===== src/rtl/vga_timing_pkg.sv =====
// 640x480@60 timing constants shared with the display timing generator, plus
// the receive-side monitor state encoding.
package vga_timing_pkg;
  localparam int H_TOTAL = 800;
  localparam int H_SYNC  = 96;
  localparam int H_BP    = 48;
  localparam int H_ACT   = 640;
  localparam int V_TOTAL = 525;
  localparam int V_SYNC  = 2;
  localparam int V_BP    = 33;
  localparam int V_ACT   = 480;

  localparam int              CNT_W   = 10;
  localparam logic [CNT_W-1:0] CNT_MAX = '1;

  typedef enum logic [1:0] {SEARCH, ACQUIRE, LOCKED} rx_state_e;

  function automatic logic in_win(input logic [CNT_W-1:0] v, lo, hi);
    return (v >= lo) && (v <= hi);
  endfunction
endpackage


===== src/rtl/sync_edge_cnt.sv =====
// Falling-edge detector on an active-low sync plus a saturating position
// counter that restarts at every detected edge.
module sync_edge_cnt
  import vga_timing_pkg::*;
(
  input  logic             clk_i,
  input  logic             rst_ni,
  input  logic             adv_i,
  input  logic             sig_i,
  output logic             start_o,
  output logic [CNT_W-1:0] cnt_o,
  output logic [CNT_W-1:0] cnt_d_o
);
  logic             prev_q;
  logic [CNT_W-1:0] cnt_q, cnt_d;

  always_comb begin
    start_o = adv_i & ~sig_i & prev_q;
    cnt_d   = cnt_q;
    if (start_o)                          cnt_d = '0;
    else if (adv_i && (cnt_q != CNT_MAX)) cnt_d = cnt_q + 1'b1;
  end

  always_ff @(posedge clk_i or negedge rst_ni) begin
    if (!rst_ni) begin
      prev_q <= 1'b1;
      cnt_q  <= '0;
    end else begin
      if (adv_i) prev_q <= sig_i;
      cnt_q <= cnt_d;
    end
  end

  assign cnt_o   = cnt_q;
  assign cnt_d_o = cnt_d;
endmodule


===== src/rtl/vga_sync_rx.sv =====
// VGA sync monitor: recovers pixel/line position from hSync/vSync, checks line
// and frame lengths plus the bright flag, and locks after good frames.
module vga_sync_rx #(
  parameter int H_TOTAL     = vga_timing_pkg::H_TOTAL,
  parameter int H_SYNC      = vga_timing_pkg::H_SYNC,
  parameter int H_BP        = vga_timing_pkg::H_BP,
  parameter int H_ACT       = vga_timing_pkg::H_ACT,
  parameter int V_TOTAL     = vga_timing_pkg::V_TOTAL,
  parameter int V_SYNC      = vga_timing_pkg::V_SYNC,
  parameter int V_BP        = vga_timing_pkg::V_BP,
  parameter int V_ACT       = vga_timing_pkg::V_ACT,
  parameter int LOCK_FRAMES = 2
) (
  input  logic       Clk,
  input  logic       Reset_n,
  input  logic       pix_en,
  input  logic       hSync,
  input  logic       vSync,
  input  logic       bright,
  output logic [9:0] hCount_rx,
  output logic [9:0] vCount_rx,
  output logic [9:0] x,
  output logic [9:0] y,
  output logic       pix_valid,
  output logic       locked,
  output logic       h_err,
  output logic       v_err,
  output logic [7:0] frame_cnt
);
  import vga_timing_pkg::*;

  localparam logic [9:0]  HOFF  = 10'(H_SYNC + H_BP);
  localparam logic [9:0]  HEND  = 10'(H_SYNC + H_BP + H_ACT - 1);
  localparam logic [9:0]  VOFF  = 10'(V_SYNC + V_BP);
  localparam logic [9:0]  VEND  = 10'(V_SYNC + V_BP + V_ACT - 1);
  localparam logic [10:0] H_LEN = 11'(H_TOTAL);
  localparam logic [10:0] V_LEN = 11'(V_TOTAL);
  localparam logic [3:0]  LOCK_N = 4'(LOCK_FRAMES);

  logic       line_start, frame_start;
  logic [9:0] hcnt_q, hcnt_d, vcnt_q, vcnt_d;
  logic       act_d, bad_line, bad_frame, bright_bad;

  rx_state_e  state_q;
  logic [3:0] good_q;
  logic [7:0] frame_cnt_q;
  logic       locked_q, drop_q, seen_q, h_err_q, v_err_q;
  logic [9:0] x_q, y_q;
  logic       pv_q;

  sync_edge_cnt u_hcnt (
    .clk_i(Clk), .rst_ni(Reset_n), .adv_i(pix_en), .sig_i(hSync),
    .start_o(line_start), .cnt_o(hcnt_q), .cnt_d_o(hcnt_d)
  );

  sync_edge_cnt u_vcnt (
    .clk_i(Clk), .rst_ni(Reset_n), .adv_i(line_start), .sig_i(vSync),
    .start_o(frame_start), .cnt_o(vcnt_q), .cnt_d_o(vcnt_d)
  );

  // The sample being taken lands at position cnt_d, so all window and bright
  // decisions use the next-state counts.
  always_comb begin
    act_d      = in_win(hcnt_d, HOFF, HEND) && in_win(vcnt_d, VOFF, VEND);
    bad_line   = (line_start && seen_q && (({1'b0, hcnt_q} + 11'd1) != H_LEN)) ||
                 (pix_en && (hcnt_d == CNT_MAX));
    bad_frame  = frame_start && (({1'b0, vcnt_q} + 11'd1) != V_LEN);
    bright_bad = pix_en && (bright != act_d) && (vcnt_d != '0);
  end

  always_ff @(posedge Clk or negedge Reset_n) begin
    if (!Reset_n) begin
      state_q     <= SEARCH;
      good_q      <= '0;
      frame_cnt_q <= '0;
      locked_q    <= 1'b0;
      drop_q      <= 1'b0;
      seen_q      <= 1'b0;
      h_err_q     <= 1'b0;
      v_err_q     <= 1'b0;
    end else begin
      h_err_q <= 1'b0;
      v_err_q <= 1'b0;
      drop_q  <= 1'b0;
      if (line_start) seen_q <= 1'b1;
      // Error pulses first, lock is released on the following Clk.
      if (drop_q) begin
        state_q  <= SEARCH;
        locked_q <= 1'b0;
        good_q   <= '0;
      end else if (pix_en) begin
        case (state_q)
          SEARCH: if (frame_start) begin
            state_q <= ACQUIRE;
            good_q  <= '0;
          end
          ACQUIRE: begin
            if (bad_line) state_q <= SEARCH;
            else if (frame_start) begin
              if (bad_frame) good_q <= '0;
              else if (good_q + 4'd1 == LOCK_N) begin
                state_q  <= LOCKED;
                locked_q <= 1'b1;
              end else good_q <= good_q + 4'd1;
            end
          end
          LOCKED: begin
            if (bad_line || bad_frame || bright_bad) begin
              h_err_q <= bad_line;
              v_err_q <= bad_frame || bright_bad;
              drop_q  <= 1'b1;
            end else if (frame_start) frame_cnt_q <= frame_cnt_q + 8'd1;
          end
          default: state_q <= SEARCH;
        endcase
      end
    end
  end

  always_ff @(posedge Clk or negedge Reset_n) begin
    if (!Reset_n) begin
      x_q  <= '0;
      y_q  <= '0;
      pv_q <= 1'b0;
    end else begin
      x_q  <= act_d ? hcnt_d - HOFF : '0;
      y_q  <= act_d ? vcnt_d - VOFF : '0;
      pv_q <= act_d && locked_q && !drop_q;
    end
  end

  assign hCount_rx = hcnt_q;
  assign vCount_rx = vcnt_q;
  assign x         = x_q;
  assign y         = y_q;
  assign pix_valid = pv_q;
  assign locked    = locked_q;
  assign h_err     = h_err_q;
  assign v_err     = v_err_q;
  assign frame_cnt = frame_cnt_q;
endmodule


===== config.mk =====
export PLATFORM = sky130hd
export DESIGN_NAME = vga_sync_rx
export DESIGN_NICKNAME = d
export VERILOG_FILES = /design/src/rtl/vga_timing_pkg.sv /design/src/rtl/sync_edge_cnt.sv /design/src/rtl/vga_sync_rx.sv
export SDC_FILE = /design/constraint.sdc
export NUM_CORES = 1
export LEC_CHECK = 0
export CAP_MARGIN = 10
export CORE_MARGIN = 2
export CORE_UTILIZATION = 54
export CTS_CLUSTER_SIZE = 20
export DETAILED_ROUTE_END_ITERATION = 6
export HOLD_SLACK_MARGIN = 0.1
export PLACE_DENSITY = 0.82
export REMOVE_ABC_BUFFERS = 1
export SYNTH_ARGS = -nofsm -noshare
export SYNTH_HDL_FRONTEND = slang
export SYNTH_SLANG_ARGS = --single-unit
export TNS_END_PERCENT = 5

===== constraint.sdc =====
create_clock -name Clk -period 4.8 [get_ports Clk]
set_input_delay 0.96 -clock Clk [delete_from_list [all_inputs] [get_ports Clk]]
set_output_delay 0.96 -clock Clk [all_outputs]
set_load 0.005 [all_outputs]

==> impl_metrics.csv <==
group,metric,value,unit
sta,period_share,87.55,%
power_and_ir_drop,swShare,31.37,%
synthesis,ys.flop_type,"dfrtp_1",
power_and_ir_drop,clkPwrFrac,32.1,%
critical_path,r2r_slack,0.68,ns
clocking,ctsHoldBuffers,0,
global_route,grt_first_pass_wirelength,15.21,mm
global_route,grt_pass1_vias,3110,
power_and_ir_drop,ir_drop,0.2714,mV
die,initial_core_util,54.96,%
critical_path,r2r_end,"good_q[1]",
sta,skew,0.008778,ns
power_and_ir_drop,p_int,0.001079,W
global_route,grt_overflow,0,
synthesis,netlist_area,3672,sq um
critical_path,crit_type,"in -> reg",
critical_path,reg2reg_from,"u_hcnt.cnt_o[1]",
min_path,hp-class,"reg -> reg",
layout,fill_cells,557,
route,num_vias,3314,
critical_path,cp-start-kind,"input pin",
min_path,hold_path_depth,2,
synthesis,ys_ff_latch,62,
route,routed_wl,9.072,mm
sta,rsz0062_at_grt,"no",
min_path,hp-start,"u_vcnt.prev_q",
clocking,ctsLongestPathBuffers,2,
power_and_ir_drop,seqPwrFrac,40.3,%
layout,drive_gt1_share,10.71,%
clocking,postCtsResizedCells,0,
die,num_rows,30,
sta,period_needed,4.202,ns
sta,max-slew-margin-rel,49.57,%
die,die_h,86.47,um
critical_path,crit_fanout,13,
clocking,tritoncts,"yes",
sta,hold_viol,0,
clocking,cts.clk_slew.worst_paths,0.07,ns
placement,port_buffers,57,
critical_path,rr_worst_depth,15,
synthesis,netlist_instances,383,
clocking,cts_root_buffer,"clkbuf_8",
placement,placed_area,4344,sq um
clocking,cts_setup_buffers,0,
route,drc,0,
status,outcome,"completed",
synthesis,synth-compound-area-share,18.47,%
synthesis,synth_cell_types,66,
power_and_ir_drop,p_switching,0.0004933,W
critical_path,cp.arrival,4.42,ns
synthesis,ys_seq_area_share,42.32,%
sta,tightest_slew,0.7565,ns
route,avgViaCountPerCell,6.277,
critical_path,cp-end-kind,"flop",
sta,setup_viol,0,
flow_run,max_cap_violations,0,
route,wl_per_cell,17.18,um
power_and_ir_drop,power,0.001572,W
layout,nNetsFinal,463,
die,fp.coreArea,6681,sq um
sta,fmax,0.2380,GHz
sta,setup_tns,0,ns
sta,holdWs,0.4739,ns
synthesis,syn_avg_cell_area,9.588,sq um
layout,final_cell_area,4566,sq um
global_route,grt.total_usage,25.51,%
layout,synthToLayoutAreaGrowth,24.33,%
placement,gp_congestion,0.9351,
route,dr.pass1.iters,5,
critical_path,critPathRequiredTime,5.01,ns
route,detail-route-antenna-nets,0,
layout,insertedDiodeCount,0,
clocking,cts_inserted_buffers,9,
clocking,clkLatencyLatePin,0.33,ns
layout,layout.cells.non_filler,528,
power_and_ir_drop,comb_power_share,27.6,%
power_and_ir_drop,leakage,2.035,nW
synthesis,synth_top_family_by_area,"simple AND/OR/NAND/NOR gates",
synthesis,async_reset_ff_share,100.0,%
clocking,clock-sinks,62,
synthesis,synth_edf_count,0,
synthesis,synth-xor-area-share,4.293,%
sta,maxSlewViolCount,0,
placement,dp_hpwl,6.536,mm
synthesis,synth-simple-area-share,22.93,%
global_route,grt_max_degree,63,
synthesis,synth_fa_ha_area_share,4.429,%
placement,place_inst,513,
min_path,hold_end,"u_vcnt.prev_q",
synthesis,yosys_warnings,0,
die,ios,58,
power_and_ir_drop,p_per_area,344.4,nW/um^2
global_route,antenna_found_initial,0,
synthesis,synthMuxAreaShare,2.624,%
clocking,ctsHtreeMaxLevel,3,
die,die_x,86.47,um
die,dieArea,7476,sq um
route,first_iter_violations,222,
synthesized netlist by cell type, drive strengths merged (7+ instances only):
library cell,number,area share (%)
a21oi,13,1.8
a31oi,13,2.6
and3,8,1.4
and4,8,1.9
buf,10,1.8
clkbuf,13,1.3
dfrtp,60,41
ha,13,4.4
inv,18,1.8
nand2,20,2.0
nand3,16,2.2
nand4,10,1.7
nor2,34,3.5
nor3,12,1.6
o21ai,7,0.95
or3,7,1.2
xnor2,11,2.6
xor2,7,1.7
state kept, by name, indices dropped and copies added, names as in the netlist, 2 cells and up:
register	cells
u_hcnt.cnt_o	10
x	10
good_q	4
state_q	2
u_vcnt.cnt_o	10
y	10
frame_cnt	8
cells in the final DEF, fill, tap and decap left out, types with 4 or more instances in the layout:
master and count:
or3_1 7, nand4_1 10, a211oi_1 5, nor2b_1 6, a31oi_1 12, clkbuf_8 11, buf_4 16, and4_1 8
nand2b_1 6, xor2_1 7, and3_1 8, a21oi_1 13, nand2_1 20, dfrtp_1 60, ha_1 13, nand3_1 16
a311oi_1 5, nand3b_1 4, clkdlybuf4s50_1 56, o21ai_0 7, nor3_1 12, xnor2_1 11, mux2_2 4, mux2i_1 4
nor2_1 34, and2_1 5, inv_1 18
final cells by class:
| type | instances | area, sq um | share of cell area, % |
|---|---|---|---|
| multi-input combinational | 280 | 1937 | 42.42 |
| sequential | 62 | 1554 | 34.04 |
| timing repair buffer | 73 | 685.7 | 15.02 |
| clock buffer | 11 | 151.4 | 3.316 |
| tap | 80 | 100.1 | 2.192 |
| clock inverter | 4 | 70.07 | 1.535 |
| inverter | 18 | 67.56 | 1.480 |
kinds of logic after synthesis:
| kind of cell | Yosys count |
|---|---|
| flops | 62 |
| fa+ha+maj | 13 |
| simple gates | 152 |
| compound gates | 88 |
| xor+xnor | 18 |
| buf+inv | 41 |
| mux | 9 |
critical path: stages:
cell	delay (ns)
clkdlybuf4s50_1	0.55
buf_4	0.23
and3b_1	0.25
buf_4	0.22
a21o_1	0.21
inv_1	0.15
ha_1	0.17
nand2_1	0.06
a311oi_1	0.28
nand3_1	0.14
o311ai_0	0.41
a211oi_1	0.21
nor2_1	0.21
mux2_2	0.36
power groups by stage:
stage                     Sequential, W  Clock, W  Combinational (W)
final                          0.000633  0.000505           0.000434
after global routing           0.000642  0.000541           0.000481
after CTS                      0.000632  0.000514           0.000433
after detailed placement       0.000640         0           0.000427
after global placement         0.000636         0           0.000411
after floorplan                0.000642         0           0.000238
per-stage QoR:
step                      util (%)  worst slack (ns)
after floorplan                  -             1.105
after global placement       65.02            0.4244
after detailed placement     65.02            0.3083
after CTS                    68.33            0.6527
after global routing         68.33            0.3531
final                        68.33            0.5978
worst max-delay path by stage:
stage,startpoint,to,slack (ns),cells past startpoint
final,pix_en,good_q[1],0.60,14
after global routing,u_hcnt.cnt_o[1],y[5],0.35,13
after CTS,pix_en,good_q[1],0.65,14
after detailed placement,pix_en,frame_cnt[1],0.31,10
after global placement,pix_en,good_q[1],0.42,14
after floorplan,hSync,frame_cnt[1],1.10,7
routing by layer:
layer,global-route usage (%),share of wire [%],wire (um),up-vias
li1,-,-,-,1546
met1,34.91,44,3972,1620
met2,40.35,48,4330,129
met3,5.143,6.7,611,19
met4,9.233,1.7,157,0
met5,0,0,0,-
Power figures use the tool's default switching activity.
